$ cat src/rtl/shift_sched_pkg.sv
// Shared types and constants for the shift-register scheduler.
package shift_sched_pkg;

    // Default shift word width and requester count
    localparam int unsigned DEF_BITS = 8;
    localparam int unsigned DEF_NREQ = 4;

    // Scheduler FSM encoding
    typedef enum logic [1:0] {
        StIdle  = 2'd0,
        StLoad  = 2'd1,
        StShift = 2'd2,
        StGap   = 2'd3
    } state_t;

    // Ceiling log2; clog2(1) = 0
    function automatic int unsigned clog2(input int unsigned v);
        int unsigned r;
        r = 0;
        for (int unsigned i = 0; i < 32; i++) begin
            if ((64'd1 << i) < 64'(v)) begin
                r = i + 1;
            end
        end
        return r;
    endfunction

endpackage

$ cat src/rtl/shift_sched_rr_pick.sv
// Round-robin picker: first set request at or above the pointer, wrapping.
module rr_pick
    import shift_sched_pkg::*;
#(
    parameter int unsigned NREQ = DEF_NREQ,
    parameter int unsigned IW   = clog2(DEF_NREQ)
) (
    input  logic [NREQ-1:0] i_req,
    input  logic [IW-1:0]   i_ptr,
    output logic [NREQ-1:0] o_gnt,
    output logic [IW-1:0]   o_idx,
    output logic            o_any
);

    logic        w_found;
    int unsigned w_cand;

    // Scan NREQ positions starting at the pointer; the first hit wins
    always_comb begin
        w_found = 1'b0;
        w_cand  = 0;
        o_gnt   = '0;
        o_idx   = '0;
        for (int unsigned off = 0; off < NREQ; off++) begin
            w_cand = (32'(i_ptr) + off) % NREQ;
            if (!w_found && i_req[w_cand]) begin
                w_found       = 1'b1;
                o_gnt[w_cand] = 1'b1;
                o_idx         = IW'(w_cand);
            end
        end
        o_any = w_found;
    end

endmodule

$ cat src/rtl/shift_sched.sv
// Round-robin scheduler sharing one parallel-load/serial-out shifter among
// NREQ requesters, with inter-frame gap and end-of-shift watchdog.
module shift_sched
    import shift_sched_pkg::*;
#(
    parameter int unsigned BITS  = DEF_BITS,
    parameter int unsigned NREQ  = DEF_NREQ,
    parameter int unsigned GAP   = 2,
    parameter int unsigned SLACK = 4
) (
    input  logic                     clk,
    input  logic                     rst,
    input  logic                     enable,
    input  logic [NREQ-1:0]          req_valid,
    input  logic [NREQ*BITS-1:0]     req_data,
    output logic [NREQ-1:0]          req_ready,
    output logic                     sh_load,
    output logic [BITS-1:0]          sh_d,
    input  logic                     sh_eos,
    output logic                     busy,
    output logic [clog2(NREQ)-1:0]   grant_id,
    output logic                     timeout_err
);

    localparam int unsigned IW      = clog2(NREQ);
    localparam int unsigned WDW     = clog2(BITS + SLACK + 1);
    localparam int unsigned GCW_RAW = clog2(GAP + 1);
    localparam int unsigned GCW     = (GCW_RAW < 1) ? 1 : GCW_RAW;

    localparam logic [WDW-1:0] WD_LAST  = WDW'(BITS + SLACK - 1);
    localparam logic [GCW-1:0] GAP_LAST = GCW'((GAP == 0) ? 0 : GAP - 1);
    // With no gap configured, a finished shift goes straight back to idle
    localparam state_t AFTER_SHIFT = (GAP == 0) ? StIdle : StGap;

    state_t          r_state;
    state_t          w_state_d;
    logic [IW-1:0]   r_ptr;
    logic [IW-1:0]   w_ptr_next;
    logic [WDW-1:0]  r_wd;
    logic [WDW-1:0]  w_wd_d;
    logic [GCW-1:0]  r_gap;
    logic [GCW-1:0]  w_gap_d;
    logic            r_err;
    logic            w_err_set;
    logic [BITS-1:0] r_sh_d;
    logic [IW-1:0]   r_grant;
    logic            w_accept;

    logic [NREQ-1:0] w_pick_gnt;
    logic [IW-1:0]   w_pick_idx;
    logic            w_pick_any;
    logic [BITS-1:0] w_word;

    rr_pick #(
        .NREQ (NREQ),
        .IW   (IW)
    ) u_rr_pick (
        .i_req (req_valid),
        .i_ptr (r_ptr),
        .o_gnt (w_pick_gnt),
        .o_idx (w_pick_idx),
        .o_any (w_pick_any)
    );

    // Select the winning requester's word from the packed input bus
    always_comb begin
        w_word = '0;
        for (int unsigned i = 0; i < NREQ; i++) begin
            if (w_pick_gnt[i]) begin
                w_word = req_data[i*BITS +: BITS];
            end
        end
    end

    // Pointer moves just past the winner, wrapping at NREQ
    always_comb begin
        w_ptr_next = (w_pick_idx == IW'(NREQ - 1)) ? '0 : w_pick_idx + IW'(1);
    end

    // Next-state logic for the frame FSM, watchdog and gap counter
    always_comb begin
        w_state_d = r_state;
        w_wd_d    = r_wd;
        w_gap_d   = r_gap;
        w_err_set = 1'b0;
        w_accept  = 1'b0;
        unique case (r_state)
            StIdle: begin
                // rst gating keeps req_ready quiet while reset is held
                if (enable && w_pick_any && !rst) begin
                    w_accept  = 1'b1;
                    w_state_d = StLoad;
                end
            end
            StLoad: begin
                w_wd_d    = '0;
                w_state_d = StShift;
            end
            StShift: begin
                w_wd_d = r_wd + WDW'(1);
                // End-of-shift takes priority over a coincident timeout
                if (sh_eos) begin
                    w_gap_d   = '0;
                    w_state_d = AFTER_SHIFT;
                end else if (r_wd == WD_LAST) begin
                    w_err_set = 1'b1;
                    w_gap_d   = '0;
                    w_state_d = AFTER_SHIFT;
                end
            end
            StGap: begin
                if (r_gap == GAP_LAST) begin
                    w_gap_d   = '0;
                    w_state_d = StIdle;
                end else begin
                    w_gap_d = r_gap + GCW'(1);
                end
            end
            default: begin
                w_state_d = StIdle;
            end
        endcase
    end

    // State, counters, sticky error and captured grant
    always_ff @(posedge clk or posedge rst) begin
        if (rst) begin
            r_state <= StIdle;
            r_ptr   <= '0;
            r_wd    <= '0;
            r_gap   <= '0;
            r_err   <= 1'b0;
            r_sh_d  <= '0;
            r_grant <= '0;
        end else begin
            r_state <= w_state_d;
            r_wd    <= w_wd_d;
            r_gap   <= w_gap_d;
            if (w_err_set) begin
                r_err <= 1'b1;
            end
            if (w_accept) begin
                r_sh_d  <= w_word;
                r_grant <= w_pick_idx;
                r_ptr   <= w_ptr_next;
            end
        end
    end

    // Outputs decoded from state so reset clears them immediately
    always_comb begin
        req_ready   = w_accept ? w_pick_gnt : '0;
        sh_load     = (r_state == StLoad);
        busy        = (r_state != StIdle);
        sh_d        = r_sh_d;
        grant_id    = r_grant;
        timeout_err = r_err;
    end

endmodule

$ cat config.mk
export PLATFORM = sky130hd
export DESIGN_NAME = shift_sched
export DESIGN_NICKNAME = d
export VERILOG_FILES = /design/src/rtl/shift_sched_pkg.sv /design/src/rtl/shift_sched_rr_pick.sv /design/src/rtl/shift_sched.sv
export SDC_FILE = /design/constraint.sdc
export NUM_CORES = 1
export LEC_CHECK = 0
export BUFFER_PORTS_ARGS = -buffer_cell sky130_fd_sc_hd__clkbuf_2
export CORE_MARGIN = 8
export CORE_UTILIZATION = 52
export DETAILED_ROUTE_END_ITERATION = 10
export GPL_TIMING_DRIVEN = 1
export PLACE_DENSITY = 0.82
export SLEW_MARGIN = 20
export SYNTH_ARGS = -nofsm -noshare
export SYNTH_HDL_FRONTEND = slang
export SYNTH_SLANG_ARGS = --single-unit
$ cat constraint.sdc
create_clock -name clk -period 10.35 [get_ports clk]
set_clock_uncertainty 0.2 [all_clocks]
set_input_delay 1.5525 -clock clk [delete_from_list [all_inputs] [get_ports clk]]
set_output_delay 1.5525 -clock clk [all_outputs]
set_load 0.02 [all_outputs]
# After elaboration in Yosys (flattened, before gate mapping)
# Index checks and enable logic that the tools add are counted.
[word_totals] word_cells=101 ff_bits=21 input_bits=40 output_inout_bits=17
[classes] eq_ne=9 n_addsub=6 bitwise_logic=3 n_mux=49 n_reduce_logical=19 order_cmp=8
[ops] op="$mux W8" n=4
[ops] op="$mux W2" n=12
[ops] op="$mux W4" n=5
[ops] op="$mux W1" n=17
[ops] op="$lt A2 B3 Y1 const B" n=4
[ops] op="$or A4 B4 Y4" n=3
[ops] op="$logic_and A1 B1 Y1" n=9
[ops] op="$bmux W1 S2" n=4
[ops] op="$demux W1 S2" n=4
[ops] op="$ge A2 B1 Y1 const B" n=4
[ops] op="$pmux W2 S4" n=1
[ops] op="$pmux W4 S2" n=1
[ops] op="$add A2 B1 Y2 const B" n=3
[ops] op="$eq A2 B2 Y1 const B" n=3
[ops] op="$reduce_bool A2 Y1" n=3
[ops] op="$add A2 B2 Y2 const B" n=2
[ops] op="$add A4 B1 Y4 const B" n=1
[ops] op="$eq A2 B1 Y1 const B" n=2
[ops] op="$eq A4 B4 Y1 const B" n=1
[ops] op="$logic_not A1 Y1" n=4
[ops] op="$ne A2 B2 Y1 const B" n=2
[ops] op="$pmux W2 S2" n=1
[ops] op="$ne A3 B3 Y1 const B" n=1
[ops] op="$reduce_and A3 Y1" n=1
[ops] op="2 further kinds" n=2

# Depth between registers and ports, before layout
[logic_depth] ltp_word=17 ltp_mapped=13 mapped_depth_nobuf=8

# By module
# Synthesis repeated with hierarchy kept, for this count alone.
[unflattened] cells_unflattened=187 hier_area_um2=1720.4
[by_module_without_submodules] module="shift_sched" cells_per_inst=142 n_inst=1 area_per_inst_um2=1301.2 seq_area_each_um2=525.5
[by_module_without_submodules] module="rr_pick" cells_per_inst=45 n_inst=1 area_per_inst_um2=419.2 seq_area_each_um2=0.0

# Worst setup path before layout
# OpenSTA, ideal clock, no wires.
[synth_path] path_kind="input to output" startpoint="input req_valid[3]" endpoint="output req_ready[1]" path_slack_ns=5.512 t_required_ns=8.597 stages=6 path_buffers=2 arrival_ns=3.086 path_cell_list="mux4_2 > and2_1 > buf_2 > or3_4 > buf_6 > and2_1"
[synth_between] elab_chain_len=17 word_cells_on_any_way=30 classes_between="mux: 19; bitwise: 3; reduce/logical: 8"
[synth_rtl] item="from (decl)" line="shift_sched.sv:14" rtl="input logic [NREQ-1:0] req_valid,"
[synth_rtl] item="$bmux W1 S2" line="shift_sched_rr_pick.sv:26" rtl="if (!w_found && i_req[w_cand]) begin"
[synth_rtl] item="$mux W1 (not written as such)" line="shift_sched_rr_pick.sv:26"
[synth_rtl] item="$mux W1" line="shift_sched_rr_pick.sv:26"
[synth_rtl] item="$logic_not A1 Y1" line="shift_sched_rr_pick.sv:26"
[synth_rtl] item="$logic_and A1 B1 Y1" line="shift_sched_rr_pick.sv:26"
[synth_rtl] item="$mux W1" line="shift_sched_rr_pick.sv:26"
[synth_rtl] item="$logic_not A1 Y1" line="shift_sched_rr_pick.sv:26"
[synth_rtl] item="$logic_and A1 B1 Y1" line="shift_sched_rr_pick.sv:26"
[synth_rtl] item="$mux W1" line="shift_sched_rr_pick.sv:26"
[synth_rtl] item="$logic_not A1 Y1" line="shift_sched_rr_pick.sv:26"
[synth_rtl] item="$logic_and A1 B1 Y1" line="shift_sched_rr_pick.sv:26"
[synth_rtl] item="$mux W1" line="shift_sched_rr_pick.sv:26"
[synth_rtl] item="$logic_and A1 B1 Y1 (2 in series)" line="shift_sched.sv:90" rtl="if (enable && w_pick_any && !rst) begin"
[synth_rtl] item="$mux W1" line="shift_sched.sv:90"
[synth_rtl] item="$mux W1" line="shift_sched.sv:87" rtl="unique case (r_state)"
[synth_rtl] item="$mux W4 (*)" line="shift_sched.sv:152" rtl="req_ready = w_accept ? w_pick_gnt : '0;"
[synth_rtl] item="to (decl)" line="shift_sched.sv:16" rtl="output logic [NREQ-1:0] req_ready,"
# Every way passes the cells marked *; elsewhere a longest branch is shown, timed or not. The select of a mux whose other input is x is not followed.

# Worst setup path after layout
[layout_path] startpoint="input rst" endpoint="output req_ready[1]"
[layout_between] elab_chain_len=5
[layout_rtl] item="from (decl)" line="shift_sched.sv:12" rtl="input logic rst,"
[layout_rtl] item="$logic_not A1 Y1 (no source line)"
[layout_rtl] item="$logic_and A1 B1 Y1" line="shift_sched.sv:90"
[layout_rtl] item="$mux W1" line="shift_sched.sv:90"
[layout_rtl] item="$mux W1" line="shift_sched.sv:87"
[layout_rtl] item="$mux W4" line="shift_sched.sv:152"
# No other way between the ends.

==> results.yml <==
run_status:
  status: "complete, no violations"
cells_and_area:
  regArea_um2: 525.5
  syn2layout_area_growth_pct: 16.14
  multi_input_area_mm2: 0.001181
  fin_nets: 312
  num-fill-cells: 317
  layout-drive-gt1-share: 0.3243
  diodes: 0
cts:
  h-tree-depth: 1
  cts_tree: "done"
  cts_num_sinks: 21
  cts_made_buffers: 3
  clkSlewWorstSetupHoldPaths_ns: 0.12
  insertion_delay_ns: 0.31
  root_buffer: "clkbuf_4"
  clock_path_buffers: 2
  holdBufCountCts: 0
  ctsResizeCount: 0
  postCtsSetupBuffers: 0
critical_path:
  r2r_cells: 8
  arrival_ns: 3.53
  crit_start: "rst"
  worstSetupStartpointType: "input port"
  critPathCapture: "req_ready[1]"
  path_max_fanout: 23
  required_ns: 8.60
  crit_type: "input port to output pin"
  r2r_setup_slack_ns: 7.01
  end_kind: "output pin"
  worst_r2r_endpoint: "sh_d[4]$_DFFE_PP0N_"
hold_path:
  hold_class: "flop to flop"
synth:
  synth_cell_types: 47
  yosysTopAreaCell: "dfrtp_1"
  ys_seq_area_frac: 0.2847
  yosysWarningCount: 0
  synth_top_area_share: 0.2847
  synth_edf_count: 0
  synth_area_mm2: 0.001846
  synth.area.top_cells: "dfrtp_1, ha_1, o31ai_1"
  ys_ff_latch: 21
  syn_nets: 262
  syn_avg_cell_area_um2: 8.788
  netlist_instances: 210
  synth_flop_cell: "dfrtp_1"
  ys_async_sr_fraction: 1.000
  synth_common_cells: "dfrtp_1, inv_1, nand2_1, ha_1, o31ai_1"
  yosysMostFrequentCell: "dfrtp_1"
detailed_routing:
  dr.pass1.iters: 4
  vias: 1712
  drtIter0Drc: 133
  drcViolationCount: 0
  drt_wl_total_mm: 4.536
  wl_per_cell_um: 14.87
  ant_nets: 0
  via_per_inst: 5.613
floorplan:
  die-width_um: 75.58
  die_area_mm2: 0.005712
  core_area_mm2: 0.003363
  num_rows: 21
  pin_count: 57
  start_util: 0.5487
  die_height_um: 75.58
timing:
  worst_slew_pin_slew_ns: 0.8324
  worst_slack_ns: 5.063
  fmax_ghz: 0.1891
  relSlewSlack: 0.4430
  min_period_over_period: 0.5108
  period_minus_slack_ns: 5.287
  setup-tns-final_ns: 0
  setup_viol: 0
  slew_viol_final: 0
  rsz0062_at_grt: "no"
  hold_violations: 0
global_route:
  overflow: 0
  grt.busiest_layer: "met2"
  grt.total_usage: 0.1639
  use_met3: 0.01711
  grt_max_degree: 24
  use_met1: 0.2268
  use_met2: 0.2617
  antenna_found_initial: 0
  grt_pass1_vias: 1625
  grt_pass1_wl_mm: 7.479
placement:
  dp_worst_setup_slack_ns: 5.024
  hpwl_mm: 3.663
  io_buffers: 56
  place_congestion: 0.8435
power_and_ir_drop:
  peakVddDrop_mv: 0.1383
  p_leak_nw: 0.9941
  p_per_area_mw_per_mm2: 288.0
flow_run:
  maxCapViolations: 0
report_power, final:
part / switching [mW] / internal (mW)
logic: 0.253 / 0.174
clock network: 0.0246 / 0.0144
registers: 0.0359 / 0.115
state kept, by name, summed over array words and instances (netlist names), named ones only:
name	cells
sh_d	8
r_wd	4
grant_id	2
r_gap	2
r_state	2
r_ptr	1
timeout_err	1
placed cells by master, fill, tap and decap left out, drive strengths merged, types with 2 or more instances in the layout:
cell / Yosys / routed
or2: 10 / 10
o22ai: 9 / 9
ha: 12 / 12
mux2: 3 / 3
a2111oi: 2 / 2
dfrtp: 21 / 21
nor2: 9 / 9
a31oi: 8 / 8
a21oi: 7 / 7
o21a: 2 / 2
nand3: 4 / 4
nand3b: 4 / 4
o31ai: 10 / 10
a22oi: 2 / 2
a221o: 3 / 3
o211ai: 8 / 8
inv: 19 / 19
mux4: 3 / 3
and2: 4 / 4
nand2: 18 / 18
nand2b: 5 / 5
o21ai: 10 / 10
a21boi: 8 / 8
clkbuf: 5 / 59
or2b: 2 / 2
or3b: 2 / 2
nor2b: 3 / 3
layer usage:
metal,share of wire,vias to the layer above,wire length [µm]
met4,0,0,0
met2,0.50,50,2281
li1,-,872,-
met5,0,-,0
met3,0.052,0,234
met1,0.45,790,2021
cells by family (layout without fill, tap and decap cells):
group | count (synthesis) | count (layout) | share of synthesized area
compound gates | 75 | 75 | 0.3065
fa+ha+maj | 12 | 12 | 0.08135
buf+inv | 30 | 79 | 0.07525
flops | 21 | 21 | 0.2847
mux | 7 | 7 | 0.06034
simple gates | 65 | 65 | 0.1919
critical path, stage by stage:
cell and delay [ns]:
clkbuf_2 0.08, inv_1 0.57, nand3_1 0.24, nor2_1 0.69, and2_1 0.23, clkbuf_2 0.17
layout make-up:
| class | instances | share of cell area |
|---|---|---|
| Clock buffer | 3 | 0.01051 |
| Clock inverter | 1 | 0.002335 |
| Inverter | 19 | 0.03327 |
| Multi-Input combinational cell | 159 | 0.5511 |
| Sequential cell | 21 | 0.2452 |
| Tap cell | 46 | 0.02685 |
| Timing Repair Buffer | 56 | 0.1308 |
worst min path at each step:
stage                     depth (start not counted)                       to                     from  slack, ns
final                                             1  timeout_err$_DFFE_PP0P_  timeout_err$_DFFE_PP0P_       0.30
after CTS                                         1  timeout_err$_DFFE_PP0P_  timeout_err$_DFFE_PP0P_       0.30
after global routing                              1  timeout_err$_DFFE_PP0P_  timeout_err$_DFFE_PP0P_       0.31
after global placement                            1  timeout_err$_DFFE_PP0P_  timeout_err$_DFFE_PP0P_       0.26
after detailed placement                          1  timeout_err$_DFFE_PP0P_  timeout_err$_DFFE_PP0P_       0.27
after floorplan                                   1     r_gap[1]$_DFFE_PP0P_     r_gap[1]$_DFFE_PP0P_       0.26
stage by stage:
| step | power (mW) | instances | util | cell area [µm²] | hold WS [ns] |
|---|---|---|---|---|---|
| global placement | 0.5704 | 301 | 0.6291 | 2116 | 0.2616 |
| floorplan | 0.4871 | 210 | - | 1846 | 0.2605 |
| detailed placement | 0.5796 | 301 | 0.6291 | 2116 | 0.2659 |
| global route | 0.6772 | 305 | 0.6373 | 2143 | 0.3099 |
| CTS | 0.6184 | 305 | 0.6373 | 2143 | 0.2958 |
| finish | 0.6174 | 305 | 0.6373 | 2143 | 0.2996 |
Power figures use the tool's default switching activity.
